`src/rtl/debounce_array.sv`:
```
// debounce_array: N_CH-channel push-button conditioner. Each pin is synchronised,
// debounced by a stability counter, and presented as a level plus rise/fall pulses;
// an optional per-channel auto-repeat generator pulses while a button is held.
// Ports: clk, reset (sync, active-high), btn_in[N_CH] raw pins,
//        btn_level/btn_rise/btn_fall/btn_repeat[N_CH] registered outputs.
module debounce_array #(
  parameter int N_CH            = 4,
  parameter int CNT_W           = 20,
  parameter int DEBOUNCE_CYCLES = 500000,
  parameter int ACTIVE_LOW      = 0,
  parameter int REPEAT_EN       = 0,
  parameter int RPT_W           = 24,
  parameter int REPEAT_DELAY    = 5000000,
  parameter int REPEAT_PERIOD   = 1000000
) (
  input  logic            clk,
  input  logic            reset,
  input  logic [N_CH-1:0] btn_in,
  output logic [N_CH-1:0] btn_level,
  output logic [N_CH-1:0] btn_rise,
  output logic [N_CH-1:0] btn_fall,
  output logic [N_CH-1:0] btn_repeat
);

  typedef enum logic [1:0] {RELEASED, HELD, REPEATING} rpt_state_t;

  localparam logic [CNT_W-1:0] DB_LAST     = CNT_W'(DEBOUNCE_CYCLES - 1);
  localparam logic [RPT_W-1:0] DELAY_LAST  = RPT_W'(REPEAT_DELAY - 1);
  localparam logic [RPT_W-1:0] PERIOD_LAST = RPT_W'(REPEAT_PERIOD - 1);
  localparam logic [N_CH-1:0]  PIN_INV     = (ACTIVE_LOW != 0) ? {N_CH{1'b1}} : {N_CH{1'b0}};

  // Two-flop synchroniser; polarity is normalised before the first flop so
  // everything downstream sees 1 = pressed.
  logic [N_CH-1:0] s1, s2;

  always_ff @(posedge clk) begin
    if (reset) begin
      s1 <= '0;
      s2 <= '0;
    end else begin
      s1 <= btn_in ^ PIN_INV;
      s2 <= s1;
    end
  end

  for (genvar ch = 0; ch < N_CH; ch++) begin : g_ch
    logic [CNT_W-1:0] cnt;
    logic             level, rise, fall, rpt;
    logic             accept, rise_evt, fall_evt;

    // The new level is accepted on the cycle the counter would reach
    // DEBOUNCE_CYCLES, so the counter itself never exceeds DB_LAST.
    assign accept   = (s2[ch] != level) && (cnt == DB_LAST);
    assign rise_evt = accept &&  s2[ch];
    assign fall_evt = accept && !s2[ch];

    always_ff @(posedge clk) begin
      if (reset) begin
        cnt   <= '0;
        level <= 1'b0;
        rise  <= 1'b0;
        fall  <= 1'b0;
      end else begin
        rise <= rise_evt;
        fall <= fall_evt;
        if ((s2[ch] == level) || accept) begin
          cnt <= '0;
        end else begin
          cnt <= cnt + CNT_W'(1);
        end
        if (accept) begin
          level <= s2[ch];
        end
      end
    end

    if (REPEAT_EN != 0) begin : g_rpt
      rpt_state_t       state;
      logic [RPT_W-1:0] rcnt;

      // Repeat timing is keyed off the same edge that registers btn_rise, so
      // the first pulse lands exactly REPEAT_DELAY cycles after the rise cycle.
      // A release always wins over a coincident terminal count.
      always_ff @(posedge clk) begin
        if (reset) begin
          state <= RELEASED;
          rcnt  <= '0;
          rpt   <= 1'b0;
        end else begin
          rpt <= 1'b0;
          case (state)
            RELEASED: begin
              rcnt <= '0;
              if (rise_evt) state <= HELD;
            end
            HELD: begin
              if (fall_evt) begin
                state <= RELEASED;
                rcnt  <= '0;
              end else if (rcnt == DELAY_LAST) begin
                state <= REPEATING;
                rcnt  <= '0;
                rpt   <= 1'b1;
              end else begin
                rcnt <= rcnt + RPT_W'(1);
              end
            end
            REPEATING: begin
              if (fall_evt) begin
                state <= RELEASED;
                rcnt  <= '0;
              end else if (rcnt == PERIOD_LAST) begin
                rcnt <= '0;
                rpt  <= 1'b1;
              end else begin
                rcnt <= rcnt + RPT_W'(1);
              end
            end
            default: begin
              state <= RELEASED;
              rcnt  <= '0;
            end
          endcase
        end
      end
    end else begin : g_no_rpt
      assign rpt = 1'b0;
    end

    assign btn_level[ch]  = level;
    assign btn_rise[ch]   = rise;
    assign btn_fall[ch]   = fall;
    assign btn_repeat[ch] = rpt;
  end

endmodule

```
`config.mk`:
```
export PLATFORM = sky130hd
export DESIGN_NAME = debounce_array
export DESIGN_NICKNAME = d
export VERILOG_FILES = /design/src/rtl/debounce_array.sv
export SDC_FILE = /design/constraint.sdc
export NUM_CORES = 1
export LEC_CHECK = 0
export ABC_CLOCK_PERIOD_IN_PS = 2400
export BUFFER_PORTS_ARGS = -buffer_cell sky130_fd_sc_hd__buf_2
export CORE_MARGIN = 2
export CORE_UTILIZATION = 60
export CTS_CLUSTER_SIZE = 40
export DETAILED_ROUTE_END_ITERATION = 7
export PLACE_DENSITY_LB_ADDON = 0.05
export SYNTH_ARGS = -nofsm -noshare
export SYNTH_HDL_FRONTEND = slang
export SYNTH_SLANG_ARGS = --single-unit
```
`constraint.sdc`:
```
create_clock -name clk -period 2.4 [get_ports clk]
set_input_delay 0.12 -clock clk [delete_from_list [all_inputs] [get_ports clk]]
set_output_delay 0.12 -clock clk [all_outputs]
set_load 0.01 [all_outputs]
```
==> flow_results.xml <==
<?xml version="1.0" encoding="UTF-8"?>
<metrics>
  <group name="outcome">
    <metric name="run_status" unit="">complete, no violations</metric>
  </group>
  <group name="power_and_ir_drop">
    <metric name="worst_ir_drop_vdd" unit="mV">0.3541</metric>
    <metric name="totalPowerFinal" unit="mW">2.752</metric>
    <metric name="power.static_leakage" unit="nW">1.454</metric>
    <metric name="power_density" unit="nW/um^2">583.2</metric>
  </group>
  <group name="final_layout">
    <metric name="antenna_cells" unit="">0</metric>
    <metric name="most_common_cell_after_layout_fill_and_taps_aside" unit="">sky130_fd_sc_hd__dfxtp_1</metric>
    <metric name="syn_to_final_growth" unit="%">7.772</metric>
    <metric name="layoutNonFillerInstCount" unit="">602</metric>
    <metric name="num-nets-final" unit="">508</metric>
    <metric name="final_area" unit="sq um">4720</metric>
    <metric name="layout_common_cells" unit="">sky130_fd_sc_hd__dfxtp_1 (100), sky130_fd_sc_hd__nor2_1 (67), sky130_fd_sc_hd__xnor2_1 (35)</metric>
    <metric name="fraction_of_layout_instances_using_a_drive_strength_above_1" unit="">0.09543</metric>
  </group>
  <group name="setup_path">
    <metric name="arrival_time_of_data_at_the_critical_path_endpoint" unit="ns">2.34</metric>
    <metric name="cp-end-kind" unit="">register</metric>
    <metric name="critical_path_required" unit="ns">2.69</metric>
    <metric name="setup.worst_path.start" unit="">g_ch[1].cnt[8]</metric>
    <metric name="cp_launch_type" unit="">register</metric>
    <metric name="crit_buf_inv" unit="">0</metric>
    <metric name="worst_path_largest_cell_delay" unit="ns">0.69</metric>
    <metric name="cells_traversed_along_the_worst_timing_path" unit="">nand4_2 &gt; or4_1 &gt; or4_4 &gt; a21oi_2</metric>
    <metric name="reg2reg_slack" unit="ns">0.35</metric>
    <metric name="worst_r2r_endpoint" unit="">g_ch[1].cnt[17]</metric>
    <metric name="timing.reg2reg.worst_path_depth" unit="">4</metric>
    <metric name="regToRegStartpoint" unit="">g_ch[1].cnt[8]</metric>
    <metric name="critical-path-top-delay-family" unit="">simple AND/OR/NAND/NOR gates</metric>
    <metric name="crit_path_max_fanout" unit="">10</metric>
    <metric name="critPathSlowestCell" unit="">sky130_fd_sc_hd__or4_1</metric>
    <metric name="setup.worst_path.class" unit="">register to register</metric>
  </group>
  <group name="cts">
    <metric name="tritoncts" unit="">yes</metric>
    <metric name="clock_sink_count" unit="">100</metric>
    <metric name="clk_root_buffer_cell" unit="">sky130_fd_sc_hd__clkbuf_8</metric>
    <metric name="max-clock-path-buffers" unit="">2</metric>
    <metric name="cts_inserted_buffers" unit="">9</metric>
    <metric name="postCtsSetupBuffers" unit="">0</metric>
    <metric name="htree_num_levels" unit="">3</metric>
    <metric name="worst_setup_hold_path_clk_slew" unit="ns">0.09</metric>
    <metric name="clock_latency_reported_for_the_late_side_of_the_worst_skew_pair" unit="ns">0.35</metric>
  </group>
  <group name="global_routing">
    <metric name="groute.usage.overall" unit="">0.2047</metric>
    <metric name="antenna_found_initial" unit="">0</metric>
    <metric name="globalRouteOverflowTotal" unit="">0</metric>
    <metric name="grt_first_pass_wirelength" unit="um">12940</metric>
    <metric name="grt_start_max_net_pins" unit="">24</metric>
    <metric name="grt_pass1_vias" unit="">2902</metric>
  </group>
  <group name="routing">
    <metric name="totalWireLength" unit="um">7438</metric>
    <metric name="drc_errors" unit="">0</metric>
    <metric name="avgRoutedWirePerCell" unit="um">12.36</metric>
    <metric name="vias_per_cell" unit="">5.488</metric>
    <metric name="drt_first_iter_violations" unit="">82</metric>
    <metric name="detailed_routing_iteration_count_for_the_pre_antenna_repair_pass" unit="">4</metric>
    <metric name="dr_total_vias" unit="">3304</metric>
    <metric name="post_drt_antenna_nets" unit="">0</metric>
  </group>
  <group name="placed_design">
    <metric name="globalplace.congestion" unit="">0.8739</metric>
    <metric name="placement.io_buffers" unit="">17</metric>
    <metric name="dpl.hpwl" unit="um">5098</metric>
    <metric name="placed_cells_incl_taps" unit="">582</metric>
    <metric name="dpl-instance-area" unit="sq um">4479</metric>
  </group>
  <group name="die">
    <metric name="floorplan.io_pins" unit="">22</metric>
    <metric name="total_die_area" unit="sq um">7998</metric>
    <metric name="floorplan.die.width" unit="um">89.43</metric>
    <metric name="coreArea" unit="sq um">7176</metric>
    <metric name="die-height" unit="um">89.43</metric>
    <metric name="placementRows" unit="">31</metric>
    <metric name="initial_utilization" unit="">0.6103</metric>
  </group>
  <group name="hold_path">
    <metric name="worst_hold_path.num_cells" unit="">2</metric>
    <metric name="worst_hold_startpoint" unit="">reset</metric>
    <metric name="hold_path_end" unit="">s2[2]</metric>
    <metric name="hold_class" unit="">input pin to register</metric>
  </group>
  <group name="yosys">
    <metric name="synth.cell_area" unit="sq um">4379</metric>
    <metric name="yosys_most_used_dff" unit="">sky130_fd_sc_hd__dfxtp_1</metric>
    <metric name="synthesis.area_per_instance" unit="sq um">9.067</metric>
    <metric name="total_of_warnings_raised_by_yosys" unit="">0</metric>
    <metric name="synth_enable_flop_cells" unit="">0</metric>
    <metric name="synth-seq-cells" unit="">100</metric>
    <metric name="synth.area.top_cells" unit="">sky130_fd_sc_hd__dfxtp_1 (46%), sky130_fd_sc_hd__xnor2_1 (7.0%), sky130_fd_sc_hd__nor2_1 (5.7%)</metric>
    <metric name="synthDominantAreaCellType" unit="">sky130_fd_sc_hd__dfxtp_1</metric>
    <metric name="ys_seq_area_frac" unit="">0.4571</metric>
    <metric name="postSynth.asyncResetShare" unit="">0</metric>
    <metric name="synthesis.instances" unit="">483</metric>
    <metric name="yosysUniqueCellTypes" unit="">41</metric>
    <metric name="synth_largest_type_area_fraction" unit="">0.4571</metric>
  </group>
  <group name="timing">
    <metric name="finClkSkew" unit="ns">0.004416</metric>
    <metric name="rsz0062_at_grt" unit="">false</metric>
    <metric name="timing.final.setup_violations" unit="">0</metric>
    <metric name="slew_violations" unit="">0</metric>
    <metric name="achievable-frequency" unit="MHz">486.9</metric>
    <metric name="finalCritPeriodShare" unit="">0.8558</metric>
    <metric name="finalHoldViolCount" unit="">0</metric>
    <metric name="totalNegativeSetupSlack" unit="ns">0</metric>
    <metric name="period_minus_slack" unit="ns">2.054</metric>
  </group>
  <group name="flow_run">
    <metric name="max-cap-violations" unit="">0</metric>
  </group>
</metrics>
-- where the power goes --
| group | internal [mW] | switching, mW | leakage, nW |
|---|---|---|---|
| Sequential | 1.67 | 0.00492 | 0.807 |
| Combinational | 0.0190 | 0.0258 | 0.543 |
| Clock | 0.521 | 0.516 | 0.103 |
-- cell type report --
| class | instances | area, sq um |
|---|---|---|
| well taps | 99 | 123.9 |
| repair buffers | 28 | 177.7 |
| inverters | 12 | 45.04 |
| clock buffers | 16 | 200.2 |
| multi-input cells | 347 | 2171 |
| fillers | 596 | 2456 |
| flip-flops and latches | 100 | 2002 |
-- through the flow --
step	worst slack, ns	hold WS [ns]	util
finish	0.3460	0.1650	0.6577
global placement	0.3922	0.3493	0.6242
CTS	0.3390	0.1543	0.6577
detailed placement	0.3496	0.3408	0.6242
floorplan	0.4273	0.2482	-
global route	0.2345	0.1684	0.6577
-- worst register-to-register path, stage by stage (launching register included) --
cell and delay [ns]:
sky130_fd_sc_hd__dfxtp_1 0.45, sky130_fd_sc_hd__nand4_2 0.16, sky130_fd_sc_hd__or4_1 0.69, sky130_fd_sc_hd__or4_4 0.56, sky130_fd_sc_hd__a21oi_2 0.13
-- sequential cells by signal, indices dropped and copies added (netlist names) --
signal,flops
g_ch.rise,4
g_ch.fall,4
g_ch.cnt,80
s1,4
g_ch.level,4
s2,4
-- cells in the mapped netlist, drive strengths merged (6+ instances only) --
cell / count
xnor2: 35
and3: 6
nand3: 22
nand2: 25
buf: 21
or3: 14
o31ai: 13
nor2b: 8
clkbuf: 6
nand4: 21
dfxtp: 100
nor2: 67
nor3: 11
nor4: 18
o21ai: 10
inv: 12
or4: 16
and4: 7
a21oi: 21
xor2: 21
-- worst max-delay path by stage --
stage                            to  cells after the start
floorplan           g_ch[3].cnt[10]                      5
global placement     g_ch[1].cnt[5]                      4
detailed placement   g_ch[1].cnt[7]                      4
CTS                 g_ch[1].cnt[13]                      4
global route        g_ch[1].cnt[13]                      4
finish              g_ch[1].cnt[17]                      4
-- cells by family (layout without fill, tap and decap cells) --
logic type,count (synthesis),count (layout),share of synthesized area
AOI/OAI and AO/OA,47,47,0.06915
and+or+nand+nor,233,233,0.2929
xor gates and xnor gates,56,56,0.1120
adders and majority gates,4,4,0.01143
DFF,100,100,0.4571
other,1,4,0.0008563
muxes,3,3,0.006857
buffers and inverters,39,56,0.04971
-- what timing repair did --
| action | 4_1_cts | 5_1_grt |
|---|---|---|
| hold endpoints to repair | 4 | 0 |
| gates resized for setup | 0 | 0 |
| hold buffers | 4 | 0 |
-- per-layer routing --
| layer | GRT usage | vias to the layer above | wire (um) |
|---|---|---|---|
| li1 | - | 1735 | - |
| met4 | 0.07734 | 0 | 85 |
| met5 | 0 | - | 0 |
| met3 | 0.05633 | 8 | 245 |
| met1 | 0.2699 | 1523 | 3735 |
| met2 | 0.3212 | 38 | 3373 |
Note: power is estimated with default switching activity, not from simulation.
